<file path="src/rtl/auth_pkg.sv">
// Shared state encoding and default parameters for the serial password gate.
package auth_pkg;
  typedef enum logic [1:0] {
    ENTRY    = 2'd0,
    UNLOCKED = 2'd1,
    NEWPW    = 2'd2,
    LOCKED   = 2'd3
  } state_t;

  localparam logic [5:0] DEF_PW          = 6'b010011;
  localparam int         DEF_MAX_TRIES   = 3;
  localparam int         DEF_LOCK_CYCLES = 16;
endpackage

</file>
<file path="src/rtl/auth_lock_timer.sv">
// Loadable lockout down-counter; expire marks the edge on which the count leaves 1.
module auth_lock_timer #(
  parameter int LOCK_CYCLES = 16
) (
  input  logic clk,
  input  logic rts,
  input  logic load,
  output logic expire
);
  localparam int TW = $clog2(LOCK_CYCLES + 1);

  logic [TW-1:0] cnt;

  always_ff @(negedge clk or negedge rts) begin
    if (!rts)            cnt <= '0;
    else if (load)       cnt <= TW'(LOCK_CYCLES);
    else if (cnt != '0)  cnt <= cnt - TW'(1);
  end

  // Seen by the FSM on the same edge that takes the count from 1 to 0.
  assign expire = (cnt == TW'(1));
endmodule

</file>
<file path="src/rtl/auth_lockout.sv">
// Serial password gate: bit collection, comparison, failure counting, lockout and reprogramming.
module auth_lockout
  import auth_pkg::*;
#(
  parameter int                PW_LEN      = 6,
  parameter logic [PW_LEN-1:0] PW_DEFAULT  = PW_LEN'(DEF_PW),
  parameter int                MAX_TRIES   = DEF_MAX_TRIES,
  parameter int                LOCK_CYCLES = DEF_LOCK_CYCLES
) (
  input  logic                             clk,
  input  logic                             rts,
  input  logic                             password,
  input  logic                             enter,
  input  logic                             logout,
  input  logic                             set_pw,
  output logic                             adderEnable,
  output logic                             adderDisable,
  output logic                             locked,
  output logic                             pw_fail,
  output logic [$clog2(MAX_TRIES+1)-1:0]   fail_count
);
  localparam int              IW   = $clog2(PW_LEN);
  localparam int              FW   = $clog2(MAX_TRIES + 1);
  localparam logic [IW-1:0]   LAST = IW'(PW_LEN - 1);

  state_t            state, nxt;
  logic [PW_LEN-1:0] stored_pw, sh, full;
  logic [IW-1:0]     bit_idx;
  logic              collect, fin, match, miss, to_lock, expire;

  auth_lock_timer #(.LOCK_CYCLES(LOCK_CYCLES)) u_timer (
    .clk    (clk),
    .rts    (rts),
    .load   (to_lock),
    .expire (expire)
  );

  always_comb begin
    full    = {password, sh[PW_LEN-2:0]};
    // logout beats a simultaneous final bit in NEWPW, so it also blocks collection.
    collect = enter && (state == ENTRY || (state == NEWPW && !logout));
    fin     = collect && (bit_idx == LAST);
    match   = (full == stored_pw);
    miss    = fin && (state == ENTRY) && !match;
    to_lock = miss && (fail_count + FW'(1) == FW'(MAX_TRIES));
    nxt     = state;
    unique case (state)
      ENTRY:    if (fin) nxt = match ? UNLOCKED : (to_lock ? LOCKED : ENTRY);
      UNLOCKED: if (logout) nxt = ENTRY; else if (set_pw) nxt = NEWPW;
      NEWPW:    if (logout) nxt = ENTRY; else if (fin) nxt = UNLOCKED;
      LOCKED:   if (expire) nxt = ENTRY;
      default:  nxt = ENTRY;
    endcase
  end

  always_ff @(negedge clk or negedge rts) begin
    if (!rts) begin
      state        <= ENTRY;
      stored_pw    <= PW_DEFAULT;
      sh           <= '0;
      bit_idx      <= '0;
      fail_count   <= '0;
      adderEnable  <= 1'b0;
      adderDisable <= 1'b1;
      locked       <= 1'b0;
      pw_fail      <= 1'b0;
    end else begin
      state        <= nxt;
      adderEnable  <= (nxt == UNLOCKED) || (nxt == NEWPW);
      adderDisable <= !((nxt == UNLOCKED) || (nxt == NEWPW));
      locked       <= (nxt == LOCKED);
      pw_fail      <= miss;

      if (collect) begin
        sh[bit_idx] <= password;
        bit_idx     <= fin ? '0 : bit_idx + IW'(1);
      end else if (nxt != state) begin
        bit_idx <= '0;
      end

      if ((state == ENTRY && fin && match) || (state == LOCKED && expire))
        fail_count <= '0;
      else if (miss)
        fail_count <= fail_count + FW'(1);

      if (state == NEWPW && fin)
        stored_pw <= full;
    end
  end
endmodule
</file>
<file path="config.mk">
export PLATFORM = sky130hd
export DESIGN_NAME = auth_lockout
export DESIGN_NICKNAME = d
export VERILOG_FILES = /design/src/rtl/auth_pkg.sv /design/src/rtl/auth_lock_timer.sv /design/src/rtl/auth_lockout.sv
export SDC_FILE = /design/constraint.sdc
export NUM_CORES = 1
export LEC_CHECK = 0
export ABC_AREA = 1
export BUFFER_PORTS_ARGS = -buffer_cell sky130_fd_sc_hd__buf_2
export CORE_ASPECT_RATIO = 0.9
export CORE_MARGIN = 2
export CORE_UTILIZATION = 40
export DETAILED_ROUTE_END_ITERATION = 6
export GPL_TIMING_DRIVEN = 0
export HOLD_SLACK_MARGIN = 0.08
export SETUP_SLACK_MARGIN = 0.2
export SLEW_MARGIN = 20
export SYNTH_ARGS = -nofsm -noshare
export SYNTH_HDL_FRONTEND = slang
export SYNTH_HIERARCHICAL = 1
export SYNTH_SLANG_ARGS = --single-unit
</file>
<file path="constraint.sdc">
create_clock -name clk -period 4.75 [get_ports clk]
set_input_delay 0.475 -clock clk [delete_from_list [all_inputs] [get_ports clk]]
set_output_delay 0.475 -clock clk [all_outputs]
set_load 0.03 [all_outputs]
</file>
[After elaboration in Yosys (flattened, before gate mapping)]
Cells that the tools add are included.
Storage, ports and cells
  flip-flop bits (word level): 28
  input bits: 6
Operators by class
  $add $sub $neg: 3
  magnitude comparators: 2
  equality and inequality tests: 11
  multiplexer cells: 19
  reductions and logical operators: 21
Operators by type and width (count)
  2-to-1 mux 2 bit: 10
  == test 2 bit, second input constant: 5
  logical AND 1 bit: 10
  2-to-1 mux 5 bit: 2
  2-to-1 mux 3 bit: 3
  case mux 2 bit (4 select lines): 1
  bitwise mux 6 bit: 1
  == test 6 bit: 1
  nonzero test 2 bit: 3
  == test 5 x 1 -> 1 bit, second input constant: 1
  nonzero test 5 bit: 1
  subtractor 5 x 1 -> 5 bit, second input constant: 1
  == test 2 x 1 -> 1 bit, second input constant: 2
  < comparator 3 x 4 -> 1 bit, second input constant: 1
  adder 3 x 1 -> 3 bit, second input constant: 1
  demux 1 bit (select 3 bit): 1
  == test 3 bit, second input constant: 1
  greater-or-equal comparator 3 x 1 -> 1 bit, second input constant: 1
  zero test 1 bit: 3
  logical OR 1 bit: 3
  adder 2 x 1 -> 2 bit, second input constant: 1
  zero test 2 bit: 1
  != test 2 bit: 1
  2-to-1 mux 1 bit: 1

[Longest topological paths before layout]
Gate-level depths: netlist of the first run.
  depth in word-level cells: 15
  mapped depth: 14

[Hierarchy]
The synthesis of the first run kept the hierarchy.
By module, submodules not included
  auth_lockout: instances 1, cells each 151, area an instance 1164.9 um^2
  auth_lock_timer: instances 1, cells each 34, area an instance 292.8 um^2

==> key figures, run 1 <==
Run status
  • Run status: complete, no violations

Global route
  • Overall track demand over capacity in global routing: 15.63%
  • Vias in the first global route: approximately 1100
  • Number of antenna violations at the first check in global routing: 0
  • Global-route wire length before repair: between 4 and 5 mm
  • Maximum number of pins on one net before global-route repair: 28
  • Total congestion overflow: 0

Floorplan
  • Core region area: 0.003428 mm2
  • Height of the die: 61.27 um
  • Width of the chip: about 68 um
  • Floorplan die area: slightly above 0.004 mm2
  • Count of standard-cell rows: 20
  • Num ports: 12
  • Effective utilization at floorplan: about 43%

Final layout
  • Count of placed standard cells in the final layout, fillers left out: 247
  • Filler Cells Inserted: between 300 and 400
  • Net count reported at finish: 216
  • Share of layout cells above drive strength 1: between 10% and 20%
  • Storage cell area: between 600 and 700 um2
  • Area occupied by multi-input gates: between 600 and 700 um2
  • Area Growth Syn to Fin: 12.88%
  • Ant diodes: 0

STA
  • Final Max Tran Viols: 0
  • Setup-violating endpoint count in the final report: 0
  • Worst clock skew on the final layout: roughly 0.053 ns
  • Headroom to the max-slew limit: 60.35%
  • RSZ-0062 raised after global routing: no
  • Hold Fails Final Rpt: 0
  • TNS Setup: 0 ns
  • Transition at the pin with the smallest max-transition slack: around 0.6 ns

Placed design
  • Global placement routability congestion: roughly 0.76
  • Total placed cells including tap cells: 240
  • Port bufs: 11
  • Detailed placement HPWL: 2.041 mm

Yosys
  • Average cell area after synthesis: between 7 and 8 um2
  • Fraction of the mapped netlist area in adder cells: under 10%
  • Post-synth cell types: 23
  • Largest family of logic cells by synthesized area: simple AND/OR/NAND/NOR gates
  • Post-Synth XOR/XNOR Area: 1.202%
  • Synthesized-area fraction occupied by ao, oa, aoi and oai cells: 8.326%
  • Most instantiated cells after synthesis: 52 x nand2_1, 29 x inv_1, 23 x dfrtn_1, 13 x nand3_1, 13 x nor2_1
  • Share of the synthesized area in the top cell type: approximately 39%
  • Sequential fraction of the synthesis area: a little under half
  • Number of flip-flops and latches in the synthesized netlist: 27
  • Syn Nets: 197
  • Syn. warnings: 6
  • Syn Inst Count: 185
  • Area share of and/or/nand/nor cells after synthesis: ~29%
  • Netlist area before placement: 0.001458 mm2
  • Library cell with the largest summed area after synthesis: dfrtn_1
  • Synth area leaders: dfrtn_1 39%, nand2_1 13%, inv_1 7.5%
  • FFs w/ async S/R, synth: between 90% and 100%
  • Post-synth top flop: dfrtn_1
  • Post-synth EDFFs: 0
  • Most frequently used cell type in the post-synthesis netlist: nand2_1
  • Share of synthesized area spent on multiplexers: 0%

Clock network
  • Number of levels the H-tree was split into: 1
  • CTS Hold Bufs: 0
  • Clock tree from TritonCTS: yes
  • Maximum clock insertion buffer count: 2
  • Postcts setup bufs: 0
  • Total CTS buffers: 3
  • Register clock-pin slew on the reported worst setup and hold paths: 0.06 ns
  • Clk Latency, worst-skew pair: 0.33 ns
  • Count of cells resized by post-cts repair: 0
  • Master cell of the clock root buffer: clkbuf_8
  • Clock sink count: 27

Routing
  • Vias post-DR: about 1200
  • Routed wirelength normalized by instance count: between 10 and 15 um
  • Antenna viol nets, final: 0
  • Count of TritonRoute iterations in the first routing pass: 4
  • Post-route DRC violation count: 0
  • Final wirelength: roughly 2.6 mm
  • Drt first-iter violations: 63
  • Vias per Instance: about 4.7

Hold path
  • Type of the worst min-delay path: reg2reg
  • Hold EP: u_timer/cnt[4]$_DFFE_NN0P_
  • Depth of the worst hold-timing path: 2
  • Hold wc startpoint: u_timer/cnt[4]$_DFFE_NN0P_

Power
  • Areal power density over the cells: approximately 520 mW/mm2
  • Leakage: 0.0008800 uW
  • Maximum vdd drop: between 0.2 and 0.25 mV

Critical path
  • Crit path kind: reg2out
  • Worst path arrival time: roughly 3.4 ns
  • Worst reg2reg startpoint: bit_idx[0]$_DFFE_NN0P_
  • Critical path cell sequence: buf_2
  • Largest incremental delay on the critical path: 0.50 ns
  • Critical Path Source Type: flop
  • R2r endpoint: u_timer/cnt[3]$_DFFE_NN0P_
  • Register-to-register setup slack: approximately 3.0 ns
  • Depth of the most critical reg-to-reg path: 11
  • CP delay by family, top: flip-flops
  • Library cell contributing the largest single delay on the critical path: dfstp_2
  • CP Data Required Time: 4.28 ns
  • Maximum fanout count along the critical path: 1
  • Buffer and inverter count on the worst path: 1
  • Critical path endpoint category: output pin

Job
  • Count of maximum capacitance violations: 0
[how the worst max path moves through the flow]
stage / from / to / depth (start not counted) / slack, ns
floorplan: password / adderEnable$_DFF_NN0_ / 9 / 0.88
global placement: password / u_timer/cnt[3]$_DFFE_NN0P_ / 12 / 0.62
detailed placement: password / u_timer/cnt[3]$_DFFE_NN0P_ / 12 / 0.61
CTS: adderDisable$_DFF_NN1_ / adderDisable / 1 / 0.88
global route: password / u_timer/cnt[3]$_DFFE_NN0P_ / 12 / 0.77
finish: adderDisable$_DFF_NN1_ / adderDisable / 1 / 0.89
[area by class of cell]
cell class | instances | area share, %
Sequential cell | 27 | 41.37
Multi-Input combinational cell | 122 | 38.94
Inverter | 34 | 7.833
Clock buffer | 4 | 4.030
Timing Repair Buffer | 11 | 3.346
Tap cell | 44 | 3.346
Clock inverter | 4 | 0.9125
Buffer | 1 | 0.2281
[registers in the layout, summed over array words and instances (netlist names)]
register / cells
adderDisable: 1
adderEnable: 1
bit_idx: 3
fail_count: 2
locked: 1
pw_fail: 1
sh: 5
state: 2
stored_pw: 6
u_timer/cnt: 5
[power breakdown]
part	internal, uW	switching [uW]
clock	96.0	79.5
sequential	305	59.3
combinational	118	202
total	519	341
[stage by stage]
stage / instance area (um2) / setup WS (ns) / utilization, % / hold WS [ns] / power [uW]
finish: 1645 / 0.8944 / 47.99 / 0.4197 / 860.2
global route: 1645 / 0.7659 / 47.99 / 0.4601 / 943.7
CTS: 1645 / 0.8831 / 47.99 / 0.4210 / 871.0
detailed placement: 1568 / 0.6080 / 45.73 / 0.4197 / 696.5
global placement: 1568 / 0.6150 / 45.73 / 0.4153 / 678.3
floorplan: 1458 / 0.8849 / - / 0.4018 / 617.1
[kinds of logic (layout without fill, tap and decap cells)]
kind of cell / count (synthesis) / in the layout
AO/OA/AOI/OAI: 22 / 22
XOR/XNOR: 2 / 2
adder cells (fa/ha/maj): 6 / 6
buffers and inverters: 36 / 54
flip-flops: 27 / 27
AND/OR/NAND/NOR: 92 / 92
[metal layers]
layer,share of wire [%],GRT usage [%],vias to the layer above
met4,1.6,6.997,0
met3,2.7,2.194,4
met1,48,20.28,542
met2,47,26.19,16
li1,-,-,609
met5,0,0,-
[layout by cell type, fill, tap and decap left out, drive strengths merged]
cell | Yosys | routed
nand4 | 1 | 1
o21bai | 1 | 1
dfrtn | 23 | 23
ha | 6 | 6
buf | 0 | 11
xor2 | 2 | 2
nor2 | 16 | 16
nand2 | 57 | 57
o211ai | 1 | 1
inv | 34 | 37
clkinv | 1 | 1
o21ai | 14 | 14
dfstp | 4 | 4
a31oi | 2 | 2
a21oi | 4 | 4
nand3 | 18 | 18
clkbuf | 1 | 5
Power figures use the tool's default switching activity.
==> run 2: changes to the inputs <==
- clock period: 4.75 -> 3.3 ns (I/O delays scaled with it)
==> run 2 against run 1 <==
Compared with the run above:
- non-clock buffer count stayed put
- clock power is 44% higher
- sequential share of layout area stayed put
- critical path type unchanged
- first-iteration DRC count stayed put
- cell area stayed put
- die area stayed put
- global-route usage stayed put
- routed wire length hardly changed
- flip-flop and latch count stayed put
- cell count stayed put
- largest power group unchanged
- critical endpoint unchanged
- clock skew hardly changed
- register-to-register slack worse by 1.5 ns
==> key figures, run 2 (synthesis gave the netlist of run 1 again) <==
Floorplan
  • Width of the chip: 67.63 um (unchanged)
  • Core region area: 0.003428 mm2 (unchanged)
  • Count of standard-cell rows: 20 (unchanged)
  • Effective utilization at floorplan: 42.52% (unchanged)
  • Num ports: 12 (unchanged)
  • Floorplan die area: 0.004144 mm2 (unchanged)
  • Height of the die: 61.27 um (unchanged)

STA
  • RSZ-0062 raised after global routing: no
  • TNS Setup: 0 ns (unchanged)
  • Transition at the pin with the smallest max-transition slack: 0.5947 ns (unchanged)
  • Setup-violating endpoint count in the final report: 0 (unchanged)
  • Hold Fails Final Rpt: 0 (unchanged)
  • Headroom to the max-slew limit: 60.35% (unchanged)
  • Hold Worst Slack: 0.4197 ns (unchanged)
  • Worst clock skew on the final layout: 0.05305 ns (-0.000006400 ns)
  • Final worst-path setup slack: 0.3144 ns (-0.5800 ns)
  • Final Max Tran Viols: 0 (unchanged)

Final layout
  • Register name with the most flops: stored_pw
  • Share of layout cells above drive strength 1: 20.20% (+0.49 points)
  • Net count reported at finish: 216 (unchanged)
  • Ant diodes: 0 (unchanged)
  • Most frequent cells in the layout: 52 x nand2_1, 31 x inv_1, 23 x dfrtn_1, 13 x nor2_1, 13 x nand3_1
  • Largest registers: stored_pw x6, sh x5, u_timer/cnt x5
  • Final Util: 47.99% (unchanged)
  • Number of flip-flops in the largest register: 6 (unchanged)
  • Area Growth Syn to Fin: 12.88% (unchanged)
  • Commonest non-fill, non-tap cell in the layout: nand2_1

Critical path
  • Critical path cell sequence: buf_2
  • Largest incremental delay on the critical path: 0.50 ns (about the same)
  • Crit path kind: reg2out
  • Maximum fanout count along the critical path: 1 (unchanged)
  • Critical Path Source Type: flop
  • Library cell contributing the largest single delay on the critical path: dfstp_2
  • Source of the critical timing path: adderDisable$_DFF_NN1_
  • Register-to-register setup slack: 1.57 ns (-1.45 ns)
  • CP Data Required Time: 2.97 ns (-1.31 ns)
  • Critical path endpoint category: output pin
  • CP delay by family, top: flip-flops
  • Worst reg2reg startpoint: bit_idx[0]$_DFFE_NN0P_
  • Worst path arrival time: 2.66 ns (-0.72 ns)
  • Buffer and inverter count on the worst path: 1 (unchanged)

Routing
  • Antenna viol nets, final: 0 (unchanged)
  • Final wirelength: 2.615 mm (about the same)
  • Vias post-DR: 1171 (unchanged)
  • Post-route DRC violation count: 0 (unchanged)
  • Count of TritonRoute iterations in the first routing pass: 4 (unchanged)
  • Drt first-iter violations: 63 (unchanged)
  • Routed wirelength normalized by instance count: 10.59 um (about the same)
  • Vias per Instance: 4.741 (unchanged)

Placed design
  • Worst slack at placement: 0.02803 ns (-0.5800 ns)
  • Port bufs: 11 (unchanged)
  • Detailed placement HPWL: 2.041 mm (unchanged)
  • Global placement routability congestion: 0.7595 (unchanged)

Hold path
  • Type of the worst min-delay path: reg2reg
  • Hold wc startpoint: u_timer/cnt[4]$_DFFE_NN0P_

Clock network
  • CTS Hold Bufs: 0 (unchanged)
  • Number of levels the H-tree was split into: 1 (unchanged)
  • Master cell of the clock root buffer: clkbuf_8
  • Clk Latency, worst-skew pair: 0.33 ns (about the same)
  • Postcts setup bufs: 0 (unchanged)
  • Clock tree from TritonCTS: yes
  • Maximum clock insertion buffer count: 2 (unchanged)
  • Total CTS buffers: 3 (unchanged)
  • Register clock-pin slew on the reported worst setup and hold paths: 0.06 ns (about the same)
  • Clock sink count: 27 (unchanged)
  • Count of cells resized by post-cts repair: 0 (unchanged)

Global route
  • Total congestion overflow: 0 (unchanged)
  • Number of antenna violations at the first check in global routing: 0 (unchanged)
  • Vias in the first global route: 1101 (unchanged)
  • Overall track demand over capacity in global routing: 15.63% (unchanged)
  • Maximum number of pins on one net before global-route repair: 28 (unchanged)
  • Global-route wire length before repair: 4.809 mm (unchanged)

Job
  • Count of maximum capacitance violations: 0 (unchanged)

Power
  • Areal power density over the cells: 752.6 mW/mm2 (+44%)
  • Maximum vdd drop: 0.2969 mV (+44%)
  • Leakage: 0.0008789 uW (-0.12%)

Run status
  • Run status: complete, no violations
## run 2: changes by cell type in the layout (fill, tap and decap cells not counted)
| cell | change |
|---|---|
| inv_2 | +1 |
| inv_1 | -1 |
## run 2: area by class of cell
cell class | count | area, um2
Buffer | 1 | 3.754
Tap cell | 44 | 55.05
Clock inverter | 4 | 15.01
Sequential cell | 27 | 680.7
Timing Repair Buffer | 11 | 55.05
Fill cell | 346 | 1783
Multi-Input combinational cell | 122 | 640.6
Clock buffer | 4 | 66.31
Inverter | 34 | 128.9
## run 2: through the flow
stage	instance area, um2	instances	total power (uW)
2_1_floorplan	1458	185	888.3
3_3_place_gp	1568	240	976.4
3_5_place_dp	1568	240	1003
4_1_cts	1645	247	1254
5_1_grt	1645	247	1359
6_report	1645	247	1238
## run 2: worst paths after layout
| path | endpoint | cells past startpoint |
|---|---|---|
| worst max-delay path | adderDisable | 1 |
| worst min-delay path | u_timer/cnt[4]$_DFFE_NN0P_ | 2 |
| min in group asynchronous | pw_fail$_DFF_NN0_ | 1 |
| worst min register to register | u_timer/cnt[4]$_DFFE_NN0P_ | 2 |
| worst max register to register | u_timer/cnt[3]$_DFFE_NN0P_ | 11 |
| max in group asynchronous | stored_pw[1]$_DFFE_NN1P_ | 1 |
## run 2: report_power, final
part           total [uW]  internal [uW]  switching (uW)
registers             525            439            85.4
clock network         253            138             114
logic                 461            169             291
## run 2: routing by layer
metal / wire (um) / part of all wire, % / track usage, % / vias up
li1: - / - / - / 609
met1: 1264 / 48 / 20.28 / 542
met2: 1238 / 47 / 26.19 / 16
met3: 70 / 2.7 / 2.194 / 4
met4: 42 / 1.6 / 6.997 / 0
met5: 0 / 0 / 0 / -
==> run 3: changes to the inputs <==
- ABC_AREA: 1 -> not set
==> run 3 against run 2 <==
Compared with the run above:
- clock power about the same
- non-clock buffer count up 2
- first-iteration DRC count down 4.8%
- largest cell class is now multi-input combinational cells
- cell area up 1.4%
==> key figures, run 3 <==
Global route
  • Vias in the first global route: 1027 (-6.7%)
  • Overall track demand over capacity in global routing: 15.12% (-0.51 points)
  • Maximum number of pins on one net before global-route repair: 28 (unchanged)
  • Global routing met1 resource utilization: 19.26% (-1.0 points)
  • GRT met3 Usage: 3.839% (+1.6 points)
  • Met2 Use GR: 26.61% (+0.42 points)
  • Highest-utilization routing layer at the global route stage: met2
  • Number of antenna violations at the first check in global routing: 0 (unchanged)
  • Total congestion overflow: 0 (unchanged)
  • Global-route wire length before repair: 4.657 mm (-3.2%)

Clock network
  • Number of levels the H-tree was split into: 1 (unchanged)
  • Master cell of the clock root buffer: clkbuf_8
  • Clock tree from TritonCTS: yes
  • Register clock-pin slew on the reported worst setup and hold paths: 0.06 ns (about the same)
  • Maximum clock insertion buffer count: 2 (unchanged)
  • Clk Latency, worst-skew pair: 0.34 ns (about the same)
  • Total CTS buffers: 3 (unchanged)
  • Clock sink count: 27 (unchanged)

Critical path
  • CP delay by family, top: flip-flops
  • Critical path endpoint category: output pin
  • Worst reg2reg startpoint: bit_idx[0]$_DFFE_NN0P_
  • CP Data Required Time: 2.97 ns (about the same)
  • Buffer and inverter count on the worst path: 1 (unchanged)
  • Crit path kind: reg2out
  • Largest incremental delay on the critical path: 0.50 ns (about the same)
  • Library cell contributing the largest single delay on the critical path: dfstp_2
  • Critical Path Source Type: flop
  • Register-to-register setup slack: 1.28 ns (-0.29 ns)
  • Depth of the most critical reg-to-reg path: 4 (-7)
  • Worst path arrival time: 2.66 ns (about the same)
  • R2r endpoint: stored_pw[2]$_DFFE_NN0P_
  • Maximum fanout count along the critical path: 1 (unchanged)
  • Critical path cell sequence: buf_2

Final layout
  • Net count reported at finish: 163 (-25%)
  • Most frequent cells in the layout: 23 x dfrtn_1, 12 x mux2_2, 12 x inv_1, 11 x buf_2
  • Register name with the most flops: stored_pw
  • Commonest non-fill, non-tap cell in the layout: dfrtn_1
  • Ant diodes: 0 (unchanged)
  • Number of flip-flops in the largest register: 6 (unchanged)
  • Count of placed standard cells in the final layout, fillers left out: 194 (-21%)
  • Area Growth Syn to Fin: 13.83%
  • Largest registers: stored_pw x6, sh x5, u_timer/cnt x5
  • Share of layout cells above drive strength 1: 30.67% (+10 points)

Hold path
  • Depth of the worst hold-timing path: 1 (-1)
  • Hold wc startpoint: stored_pw[3]$_DFFE_NN0P_
  • Type of the worst min-delay path: reg2reg
  • Hold EP: stored_pw[3]$_DFFE_NN0P_

Floorplan
  • Height of the die: 61.42 um (+0.24%)
  • Core region area: 0.003453 mm2 (+0.73%)
  • Num ports: 12 (unchanged)
  • Floorplan die area: 0.004164 mm2 (+0.48%)
  • Count of standard-cell rows: 20 (unchanged)
  • Effective utilization at floorplan: 42.43% (-0.091 points)
  • Width of the chip: 67.80 um (+0.24%)

Yosys
  • FFs w/ async S/R, synth: 100.0% (unchanged)
  • Post-synth top flop: dfrtn_1
  • Number of flip-flops and latches in the synthesized netlist: 27 (unchanged)
  • Synth area leaders: dfrtn_1 39%, mux2_2 9.2%, dfstp_2 7.2%
  • Post-synth cell types: 36 (+57%)
  • Average cell area after synthesis: 11.10 um2 (+41%)
  • Share of the synthesized area in the top cell type: 39.28% (-0.20 points)
  • Syn Inst Count: 132 (-29%)
  • Post-synth EDFFs: 0 (unchanged)
  • Most instantiated cells after synthesis: 23 x dfrtn_1, 12 x mux2_2, 10 x nand2_1, 10 x nor2_1, 9 x inv_1
  • Library cell with the largest summed area after synthesis: dfrtn_1
  • Most frequently used cell type in the post-synthesis netlist: dfrtn_1
  • Sequential fraction of the synthesis area: 46.46% (-0.24 points)
  • Netlist area before placement: 0.001465 mm2 (+0.52%)
  • Syn Nets: 144 (-27%)
  • Syn. warnings: 6 (unchanged)

STA
  • Hold Worst Slack: 0.4742 ns (+0.05454 ns)
  • Worst clock skew on the final layout: 0.06087 ns (+0.007821 ns)
  • Transition at the pin with the smallest max-transition slack: 0.5943 ns (-0.0004047 ns)
  • Hold Fails Final Rpt: 0 (unchanged)
  • Headroom to the max-slew limit: 60.38% (about the same)
  • Final Max Tran Viols: 0 (unchanged)
  • Setup-violating endpoint count in the final report: 0 (unchanged)
  • RSZ-0062 raised after global routing: no

Placed design
  • Port bufs: 10 (-1)
  • Detailed placement HPWL: 2.045 mm (+0.16%)
  • Total placed cells including tap cells: 186 (-23%)
  • Global placement routability congestion: 0.8134 (+7.1%)

Routing
  • Routed wirelength normalized by instance count: 13.77 um (+30%)
  • Antenna viol nets, final: 0 (unchanged)
  • Vias per Instance: 5.304 (+12%)
  • Drt first-iter violations: 60 (-4.8%)
  • Final wirelength: 2.672 mm (+2.2%)
  • Count of TritonRoute iterations in the first routing pass: 4 (unchanged)
  • Post-route DRC violation count: 0 (unchanged)
  • Vias post-DR: 1029 (-12%)

Power
  • Areal power density over the cells: 807.8 mW/mm2 (+7.3%)
  • Leakage: 0.0007925 uW (-9.8%)
  • Maximum vdd drop: 0.4346 mV (+46%)

Run status
  • Run status: complete, no violations

Job
  • Count of maximum capacitance violations: 0 (unchanged)
-- run 3: changes by cell type after synthesis, moves of 7 or more --
cell	change
o21ai_0	-9
xnor2_1	+7
mux2_2	+12
nand3_1	-9
nand2_1	-42
inv_1	-20
-- run 3: worst max path at each step --
stage | startpoint | depth (start not counted) | endpoint | slack [ns]
floorplan | logout | 5 | sh[2]$_DFFE_NN0P_ | 0.22
global placement | password | 6 | adderEnable$_DFF_NN0_ | -0.14
detailed placement | password | 6 | adderEnable$_DFF_NN0_ | -0.18
CTS | password | 6 | adderEnable$_DFF_NN0_ | 0.28
global route | password | 6 | adderEnable$_DFF_NN0_ | 0.21
finish | adderDisable$_DFF_NN1_ | 1 | adderDisable | 0.31
-- run 3: repair_timing --
action | in CTS | in global routing
endpoints found under the hold margin | 0 | 0
setup buffers | 1 | 0
endpoints found under the setup margin | 1 | 1
hold buffers | 0 | 0
resized for setup | 0 | 1
pin swaps | 1 | 2
-- run 3: final cells by class --
| type | count | area, um2 |
|---|---|---|
| multi-input combinational | 93 | 743.2 |
| tap | 44 | 55.05 |
| clock buffer | 4 | 66.31 |
| clock inverter | 4 | 15.01 |
| inverter | 8 | 30.03 |
| sequential | 27 | 680.7 |
| buffer | 3 | 20.02 |
| timing repair buffer | 11 | 57.56 |
| fill | 328 | 1785 |
-- run 3: power breakdown --
part,switching [uW],internal [uW]
Combinational,283,253
Clock,117,138
Sequential,102,454
-- run 3: cell families after synthesis --
| family | after synthesis | synth area share (%) |
|---|---|---|
| XOR/XNOR | 7 | 4.185 |
| multiplexers | 12 | 9.223 |
| adder cells (fa/ha/maj) | 6 | 5.124 |
| buffers and inverters | 12 | 3.671 |
| flip-flops | 27 | 46.46 |
| AO/OA/AOI/OAI | 28 | 14.52 |
| AND/OR/NAND/NOR | 40 | 16.82 |
-- run 3: per-stage QoR --
stage          util (%)  setup TNS (ns)  setup slack, ns  cell area, um2  total power, uW
6_report          48.30               0           0.3122            1668             1347
5_1_grt           48.30               0           0.2144            1668             1454
4_1_cts           47.93               0           0.2771            1655             1360
3_5_place_dp      45.47         -0.3373          -0.1795            1570             1109
3_3_place_gp      45.47         -0.2210          -0.1356            1570             1076
2_1_floorplan         -               0           0.2175            1465            978.6
-- run 3: routing by layer --
layer  vias to the layer above  part of all wire (%)  wire length, um
met2                        23                    48             1287
li1                        501                     -                -
met1                       503                    47             1244
met3                         2                   4.6              124
met4                         0                  0.56               15
met5                         -                     0                0
